--- src/rtl/ev22_seq_pkg.sv ---
// ev22_seq_pkg: shared types and constants for the EV22 register-operation sequencer.
//   seq_state_e  : sequencer FSM state encoding
//   instr_t      : instruction word layout {opcode, dest, sel_a, sel_b}
//   OP_*         : ALU opcodes (OP_CMP produces flags only, so it never writes back)
//   GPR_MAX, R32, R33, WREG_IDX : register index constants used by the legality check
package ev22_seq_pkg;

    typedef enum logic [2:0] {
        StIdle,
        StDecode,
        StRead,
        StExec,
        StWriteback,
        StIllegal,
        StTimeout
    } seq_state_e;

    typedef struct packed {
        logic [3:0] opcode;
        logic [5:0] dest;
        logic [4:0] sel_a;
        logic [5:0] sel_b;
    } instr_t;

    localparam logic [3:0] OP_NOP = 4'h0;
    localparam logic [3:0] OP_ADD = 4'h1;
    localparam logic [3:0] OP_SUB = 4'h2;
    localparam logic [3:0] OP_AND = 4'h3;
    localparam logic [3:0] OP_OR  = 4'h4;
    localparam logic [3:0] OP_XOR = 4'h5;
    localparam logic [3:0] OP_SHL = 4'h6;
    localparam logic [3:0] OP_SHR = 4'h7;
    localparam logic [3:0] OP_CMP = 4'h8;

    localparam logic [5:0] GPR_MAX  = 6'd27;
    localparam logic [5:0] R32      = 6'd32;
    localparam logic [5:0] R33      = 6'd33;
    localparam logic [5:0] WREG_IDX = 6'd34;

endpackage

--- src/rtl/seq_reg_check.sv ---
// seq_reg_check: combinational legality check of the register indices of one instruction.
//   sel_a [4:0] in  : read-mux A index, legal 0..GPR_MAX
//   sel_b [5:0] in  : read-mux B index, legal 0..GPR_MAX or WREG_IDX
//   dest  [5:0] in  : write-back index, legal 0..GPR_MAX, R32, R33 or WREG_IDX
//   a_ok / b_ok / d_ok out : per-field legal flags
module seq_reg_check
    import ev22_seq_pkg::*;
(
    input  logic [4:0] sel_a,
    input  logic [5:0] sel_b,
    input  logic [5:0] dest,
    output logic       a_ok,
    output logic       b_ok,
    output logic       d_ok
);

    always_comb begin
        a_ok = ({1'b0, sel_a} <= GPR_MAX);
        b_ok = (sel_b <= GPR_MAX) || (sel_b == WREG_IDX);
        d_ok = (dest <= GPR_MAX) || (dest == R32) || (dest == R33) || (dest == WREG_IDX);
    end

endmodule

--- src/rtl/regfile_op_sequencer.sv ---
// regfile_op_sequencer: multi-cycle control FSM sequencing one register-to-register operation
// at a time: accept, decode/check indices, operand read, ALU execute (with timeout), write-back.
// Optional feature macro: SEQ_PERF_CNT_EN adds saturating op_count / stall_count outputs.
//   clk, reset (sync, active-high)
//   instr_valid/instr_ready/instr[20:0] : instruction handshake {opcode, dest, selA, selB}
//   flush                              : abort operation in DECODE/READ/EXEC
//   Sel_A[4:0], Sel_B[5:0], updateBlock: operand read-mux control
//   alu_op[3:0], alu_start, alu_done   : ALU control
//   wr_en, wr_addr[5:0]                : register-file write port
//   op_done, illegal, timeout          : one-cycle status pulses
//   op_count[15:0], stall_count[15:0]  : perf counters (SEQ_PERF_CNT_EN only)
module regfile_op_sequencer
    import ev22_seq_pkg::*;
#(
    parameter int unsigned DATA_W      = 16,
    parameter int unsigned ALU_TIMEOUT = 15
) (
    input  logic        clk,
    input  logic        reset,
    input  logic        instr_valid,
    output logic        instr_ready,
    input  logic [20:0] instr,
    input  logic        flush,
    output logic [4:0]  Sel_A,
    output logic [5:0]  Sel_B,
    output logic        updateBlock,
    output logic [3:0]  alu_op,
    output logic        alu_start,
    input  logic        alu_done,
    output logic        wr_en,
    output logic [5:0]  wr_addr,
    output logic        op_done,
    output logic        illegal,
    output logic        timeout
`ifdef SEQ_PERF_CNT_EN
    ,
    output logic [15:0] op_count,
    output logic [15:0] stall_count
`endif
);

    if (DATA_W < 1 || ALU_TIMEOUT < 1 || ALU_TIMEOUT > 255) begin : g_param_check
        $error("regfile_op_sequencer: DATA_W must be >= 1 and ALU_TIMEOUT within 1..255");
    end

    localparam logic [7:0] TimeoutCnt = 8'(ALU_TIMEOUT);

    seq_state_e state_q, state_d;
    instr_t     instr_q;
    logic [7:0] exec_cnt_q;   // EXEC cycles elapsed; 0 marks the alu_start cycle
    logic       exec_first;
    logic       accept;
    logic       a_ok, b_ok, d_ok;

    assign exec_first = (exec_cnt_q == 8'd0);
    assign accept     = instr_valid && instr_ready;

    seq_reg_check u_reg_check (
        .sel_a (instr_q.sel_a),
        .sel_b (instr_q.sel_b),
        .dest  (instr_q.dest),
        .a_ok  (a_ok),
        .b_ok  (b_ok),
        .d_ok  (d_ok)
    );

    // State register
    always_ff @(posedge clk) begin
        if (reset) begin
            state_q <= StIdle;
        end else begin
            state_q <= state_d;
        end
    end

    // Instruction latch and EXEC wait counter
    always_ff @(posedge clk) begin
        if (reset) begin
            instr_q    <= '0;
            exec_cnt_q <= 8'd0;
        end else begin
            if (accept) begin
                instr_q <= instr;
            end
            if (state_q == StExec) begin
                exec_cnt_q <= exec_cnt_q + 8'd1;
            end else begin
                exec_cnt_q <= 8'd0;
            end
        end
    end

    // Next-state logic
    always_comb begin
        state_d = state_q;
        unique case (state_q)
            StIdle: begin
                if (instr_valid) state_d = StDecode;
            end
            StDecode: begin
                if (flush)                   state_d = StIdle;
                else if (a_ok && b_ok && d_ok) state_d = StRead;
                else                         state_d = StIllegal;
            end
            StRead: begin
                state_d = flush ? StIdle : StExec;
            end
            StExec: begin
                // flush beats a coincident alu_done; done is not sampled in the start cycle
                if (flush)                           state_d = StIdle;
                else if (!exec_first && alu_done)    state_d = StWriteback;
                else if (exec_cnt_q == TimeoutCnt)   state_d = StTimeout;
            end
            StWriteback, StIllegal, StTimeout: begin
                state_d = StIdle;
            end
            default: state_d = StIdle;
        endcase
    end

    // Output logic
    always_comb begin
        instr_ready = 1'b0;
        updateBlock = 1'b0;
        alu_start   = 1'b0;
        wr_en       = 1'b0;
        wr_addr     = 6'd0;
        op_done     = 1'b0;
        illegal     = 1'b0;
        timeout     = 1'b0;
        Sel_A       = 5'd0;
        Sel_B       = 6'd0;
        alu_op      = 4'd0;
        unique case (state_q)
            StIdle: begin
                instr_ready = 1'b1;
            end
            StRead: begin
                Sel_A       = instr_q.sel_a;
                Sel_B       = instr_q.sel_b;
                alu_op      = instr_q.opcode;
                updateBlock = !flush;
            end
            StExec: begin
                Sel_A     = instr_q.sel_a;
                Sel_B     = instr_q.sel_b;
                alu_op    = instr_q.opcode;
                alu_start = exec_first && !flush;
            end
            StWriteback: begin
                Sel_A   = instr_q.sel_a;
                Sel_B   = instr_q.sel_b;
                alu_op  = instr_q.opcode;
                wr_en   = (instr_q.opcode != OP_CMP);
                wr_addr = instr_q.dest;
                op_done = 1'b1;
            end
            StIllegal: begin
                illegal = 1'b1;
            end
            StTimeout: begin
                timeout = 1'b1;
            end
            default: ;
        endcase
    end

`ifdef SEQ_PERF_CNT_EN
    logic [15:0] op_count_q;
    logic [15:0] stall_count_q;

    always_ff @(posedge clk) begin
        if (reset) begin
            op_count_q    <= 16'd0;
            stall_count_q <= 16'd0;
        end else begin
            if (op_done && (op_count_q != 16'hFFFF)) begin
                op_count_q <= op_count_q + 16'd1;
            end
            if ((state_q == StExec) && !alu_done && (stall_count_q != 16'hFFFF)) begin
                stall_count_q <= stall_count_q + 16'd1;
            end
        end
    end

    assign op_count    = op_count_q;
    assign stall_count = stall_count_q;
`endif

endmodule

--- config.mk ---
export PLATFORM = sky130hd
export DESIGN_NAME = regfile_op_sequencer
export DESIGN_NICKNAME = d
export VERILOG_FILES = /design/src/rtl/ev22_seq_pkg.sv /design/src/rtl/seq_reg_check.sv /design/src/rtl/regfile_op_sequencer.sv
export SDC_FILE = /design/constraint.sdc
export NUM_CORES = 1
export LEC_CHECK = 0
export ABC_CLOCK_PERIOD_IN_PS = 1980
export CORE_UTILIZATION = 44
export DETAILED_ROUTE_END_ITERATION = 16
export PLACE_DENSITY = 0.75
export SYNTH_ARGS = -nofsm -noshare
export SYNTH_HDL_FRONTEND = slang
export SYNTH_SLANG_ARGS = --single-unit
--- constraint.sdc ---
create_clock -name clk -period 1.98 [get_ports clk]
set_clock_uncertainty 0.05 [all_clocks]
set_input_delay 0.297 -clock clk [delete_from_list [all_inputs] [get_ports clk]]
set_output_delay 0.297 -clock clk [all_outputs]
set_load 0.02 [all_outputs]
* Yosys cells after proc, flatten, opt, wreduce, memory -nomap -nowiden
Cells that the tools add are included.
Operators by class: $add $sub $neg 1, equal/unequal tests 14, muxes and demuxes 19, bitwise gates (word level) 1, order comparisons 3, reductions and logical operators 16
Operators by type and width (number):
- $eq A6 B6 Y1 const B | 4
- $mux W3 | 6
- $le A6 B5 Y1 const B | 2
- $mux W6 | 2
- $pmux W3 S4 | 1
- $eq A3 B3 Y1 const B | 3
- $add A8 B1 Y8 const B | 1
- $eq A8 B4 Y1 const B | 1
- $logic_not A8 Y1 | 1
- $mux W1 | 7
- $eq A3 B2 Y1 const B | 2
- $le A5 B5 Y1 const B | 1
- $logic_and A1 B1 Y1 | 5
- $mux W5 | 1
- $logic_or A1 B1 Y1 | 4
- $mux W4 | 1
- $ne A4 B2 Y1 const B | 1
- $ne A4 B4 Y1 const B | 1
- $eq A3 B1 Y1 const B | 1
- $logic_not A3 Y1 | 1
- $reduce_or A3 Y1 | 1
- $logic_not A1 Y1 | 2
- $mux W2 | 1
- $ne A2 B2 Y1 const B | 1
- 3 further kinds | 3
Storage, ports and cells: bits of input ports 26, word-level logic and storage cells 60, output and inout bits 28, register bits 32

* Longest topological paths before layout
word-level depth 8, depth in mapped cells 6

* Hierarchy
From an unflattened synthesis, not the netlist that was laid out.
Second synthesis, totals: cells, all modules 196, area total of the unflattened synthesis 1521.5 um2
Modules (own cells, without submodules):
- regfile_op_sequencer | times used 1, cells an instance 187, area each 1451.4 um2
- seq_reg_check | times used 1, cells an instance 9, area each 70.1 um2

* Worst setup path after synthesis
Ideal clock, no wire load.
path type register -> output, start point register state_q[2], end point output port Sel_A[0], arrival time 1751 ps, path slack -118 ps, path buffers 2, data required time 1633 ps, stages on the path, launching flop included 7, path through dfxtp_1 buf_2 inv_2 nor3_2 a21oi_1 clkbuf_1 nor2b_1
Between the ends: cells in the longest elaborated chain, start to end 3
RTL lines:
- start, declared | RTL line regfile_op_sequencer.sv:48 | seq_state_e state_q, state_d;
- start signal, assigned | RTL line regfile_op_sequencer.sv:70 | state_q <= StIdle;
- start signal, assigned | RTL line regfile_op_sequencer.sv:72 | state_q <= state_d;
- $eq A3 B2 Y1 or $eq A3 B3 Y1 (tied branches) | RTL line regfile_op_sequencer.sv:134 | unique case (state_q)
- $reduce_or A3 Y1 (no source line) *
- $mux W5 * | RTL line regfile_op_sequencer.sv:134
- end, declared | RTL line regfile_op_sequencer.sv:24 | output logic [4:0] Sel_A,
Every way passes the cells marked *; elsewhere a longest branch is shown, timed or not.

* Worst setup path after layout
start point register state_q[2], end point output port wr_addr[0]
Between the ends: cells in the longest elaborated chain, start to end 2
RTL lines:
- $eq A3 B3 Y1 | RTL line regfile_op_sequencer.sv:134
- $mux W6 | RTL line regfile_op_sequencer.sv:134
- end, declared | RTL line regfile_op_sequencer.sv:31 | output logic [5:0] wr_addr,
No other way between the ends.

==> results.md <==
- Transition time at the pin with the least slew margin: 360 ps
- Synth Area in Compound Gates: 0.162
- Final design utilization: 0.669
- Worst slack, placed: -127 ps
- End of the worst hold path: instr_q[6]
- Run status: complete, no violations
- I/O pin cnt: 54
- Number of antenna-violating nets in the routed design: 0
- Pin count of the biggest net entering global routing: 22
- Crit path capture type: primary output
- Overall via count from detail_route: 1549
- FF-to-FF End: state_q[2]
- Comb pwr share: 0.201
- Highest-count cells in the layout ignoring fill and taps: sky130_fd_sc_hd__nand2_1 (46), sky130_fd_sc_hd__dfxtp_1 (31), sky130_fd_sc_hd__clkdlybuf4s50_1 (25)
- Cell-internal power: 1.10 mW
- Maximum level of the CTS H-tree: 2
- TritonCTS buffer count: 5
- Worst relative slew slack: 0.757
- Ratio of final minimum period to clock period: 0.949
- Insertion delay to the later sink of the worst-skew pair: 340 ps
- Number of hold violations in the final report: 0
- Share of synthesized area occupied by flip-flops and latches: 0.417
- Net count after synthesis: 226
- Synth Cell Area: 0.00154 mm2
- First-pass detailed-route iteration total: 4
- Leading cell type in the layout, fill and taps excluded: sky130_fd_sc_hd__nand2_1
- Post-detailed-route DRC marker count: 0
- Horizontal die dimension: 61.1 um
- Worst reg-to-reg setup slack: 120 ps
- Reg-to-reg critical path startpoint: instr_q[2]
- Ratio of cells with drive above 1 in the final layout: 0.197
- Overall die height: 61.1 um
- Critical path fanouts, max: 7
- Switch share: 0.279
- Share of total power in the clock network: 0.327
- Die area: 0.00374 mm2
- Layout overhead on the synthesized area: 45.1%
- Yosys reg bits: 32
- Critical Path AT: 1530 ps
- Detail Route met3 WL: 236 um
- Net count, final: 291
- Final antenna diode count: 0
- Routed length on met2: 1800 um
- RSZ-0062 raised after global routing: false
- Total Negative Setup Slacks: 0 ps
- Initial core utilization: 0.461
- Avg Inst Size Synth: 7.77 um2
- XOR/XNOR share of the synthesized area: 0.0342
- Mux share of post-synthesis cell area: 0
- Setup violators final: 0
- Vias per cell: 5.00
- Initial antenna violation count: 0
- Power per cell area: 685 mW/mm2
- Portion of total power attributed to sequential cells: 0.472
- Detailed-route wire length per cell: 12.3 um
- Clock period minus worst slack: 1880 ps
- HPWL after detailed placement: 2680 um
- Gate count of the mapped netlist: 198
- Required time of the critical path: 1630 ps
- Sink Count: 32
- Met1 routed wirelength after detailed routing: 1680 um
- Top Layer Used: met4
- WHS Path Cells: 2
- Adder and majority gate portion of the synthesized area: 0.0163
- Longest Clk Path Bufs: 2
- Global-route total usage across every layer: 0.227
- Clock tree from TritonCTS: yes
- Max frequency: 532 MHz
- Yosys cell types: 37
- Number of global-route vias before repair: 1390
- Slack of the critical path: 100 ps
- WS Path Type: reg2out
- Final number of max-transition violations: 0
- Main combinational cell family by area after synthesis: simple AND/OR/NAND/NOR gates
- Standby leakage power: 0.932 nW
- Ys Warns: 0
- Power consumption: 1.53 mW
- Quantity of hold-fixing buffers added after cts: 0
- Count of routing violations after the opening detailed-route iteration: 65
- Root Driver: sky130_fd_sc_hd__clkbuf_4
- Peak ir drop on the vdd network: 0.000438 V
- Overflow left after global routing: 0
- Std-Cell Rows: 21
- Area inside the core boundary: 0.00334 mm2
- Sw Pwr: 426 uW
- Critical hold path startpoint: instr_q[6]
- Final estimated routing congestion in global placement: 0.775
- Post-detailed-routing wire length: 3800 um
- MaxCap Viol Count: 0
- Synth Area in Simple Gates: 0.331
- Nature of the critical path startpoint: register
- Count of port buffers added during placement: 53
- Cells on worst reg2reg path: 4
- Class of the worst hold path: reg2reg
- First-pass GRT wire length: 6110 um
- Clock-pin slew on the worst setup and hold paths: 100 ps
routing by layer:
metal,vias to the layer above,GRT usage
met5,-,0
met4,0,0.101
met2,48,0.384
met3,10,0.0798
met1,694,0.257
li1,797,-
power by group through the flow:
stage          clock, mW  sequential, mW  combinational [mW]
3_3_place_gp           0           0.734               0.310
5_1_grt            0.545           0.728               0.340
6_report           0.500           0.721               0.307
4_1_cts            0.510           0.721               0.310
2_1_floorplan          0           0.726               0.172
3_5_place_dp           0           0.735               0.313
how the worst max path moves through the flow:
| stage | from | slack (ps) | depth (start not counted) | end |
|---|---|---|---|---|
| CTS | exec_cnt_q[4] | 0.5 | 4 | alu_start |
| finish | state_q[2] | 100 | 5 | wr_addr[0] |
| global route | state_q[2] | 1 | 5 | wr_addr[0] |
| floorplan | state_q[2] | 40 | 6 | Sel_A[0] |
| detailed placement | flush | -130 | 4 | alu_start |
| global placement | flush | -80 | 4 | alu_start |
worst max-delay path, stage by stage (launching register included):
cell                              delay [ps]
sky130_fd_sc_hd__dfxtp_1                 350
sky130_fd_sc_hd__inv_2                    70
sky130_fd_sc_hd__nor3_4                  190
sky130_fd_sc_hd__buf_4                   170
sky130_fd_sc_hd__and2_1                  120
sky130_fd_sc_hd__clkdlybuf4s15_1         300
sequential cells by signal, summed over array words and instances, names as in the netlist:
name,cells
state_q,3
exec_cnt_q,8
instr_q,21
cells in the mapped netlist, drive strengths merged:
library cell / number / share of area
nor2b: 16 / 0.067
nand3: 4 / 0.013
a211oi: 1 / 0.0049
and3: 4 / 0.016
dfxtp: 32 / 0.42
a311o: 1 / 0.0065
nor3b: 1 / 0.0049
a21oi: 23 / 0.075
o2111ai: 1 / 0.0057
ha: 2 / 0.016
nand2b: 3 / 0.012
or4b: 1 / 0.0089
xnor2: 3 / 0.017
and2: 7 / 0.028
clkbuf: 10 / 0.024
a211o: 2 / 0.011
buf: 1 / 0.0033
nor3: 5 / 0.020
or4: 1 / 0.0049
nor4: 2 / 0.0081
o311ai: 1 / 0.0057
o22ai: 1 / 0.0041
o21bai: 1 / 0.0049
nand2: 46 / 0.11
xor2: 3 / 0.017
o2111a: 1 / 0.0073
a21o: 2 / 0.0098
inv: 5 / 0.012
o41a: 1 / 0.0073
o21ai: 1 / 0.0033
nor2: 13 / 0.032
o211a: 1 / 0.0065
a221oi: 1 / 0.0098
nand4: 1 / 0.0041
cells by family (layout without fill, tap and decap cells):
| kind of cell | after synthesis | in the layout |
|---|---|---|
| flops | 32 | 32 |
| xor+xnor | 6 | 6 |
| simple gates | 104 | 104 |
| fa+ha+maj | 2 | 2 |
| compound gates | 38 | 38 |
| buf+inv | 16 | 82 |
what timing repair did:
item                                    in CTS  in global routing
gates resized for setup                     68                 26
endpoints found under the setup margin      28                 18
pin swaps                                    1                  0
gates cloned                                 0                  0
setup buffers                                0                  0
final cells by class:
cell class                      instances  area [um2]
Inverter                                5        18.8
Multi-Input combinational cell        150         865
Fill cell                             330        1110
Clock buffer                            5        37.5
Tap cell                               46        57.6
Sequential cell                        32         642
Clock inverter                          3        42.5
Timing Repair Buffer                   69         568
stage by stage:
stage	area, um2	std cells	hold WS, ps
final	2230	310	405
after global placement	2220	302	388
after global routing	2230	310	434
after floorplan	1540	198	376
after CTS	2280	310	406
after detailed placement	2220	302	391
Note: power is estimated with default switching activity, not from simulation.
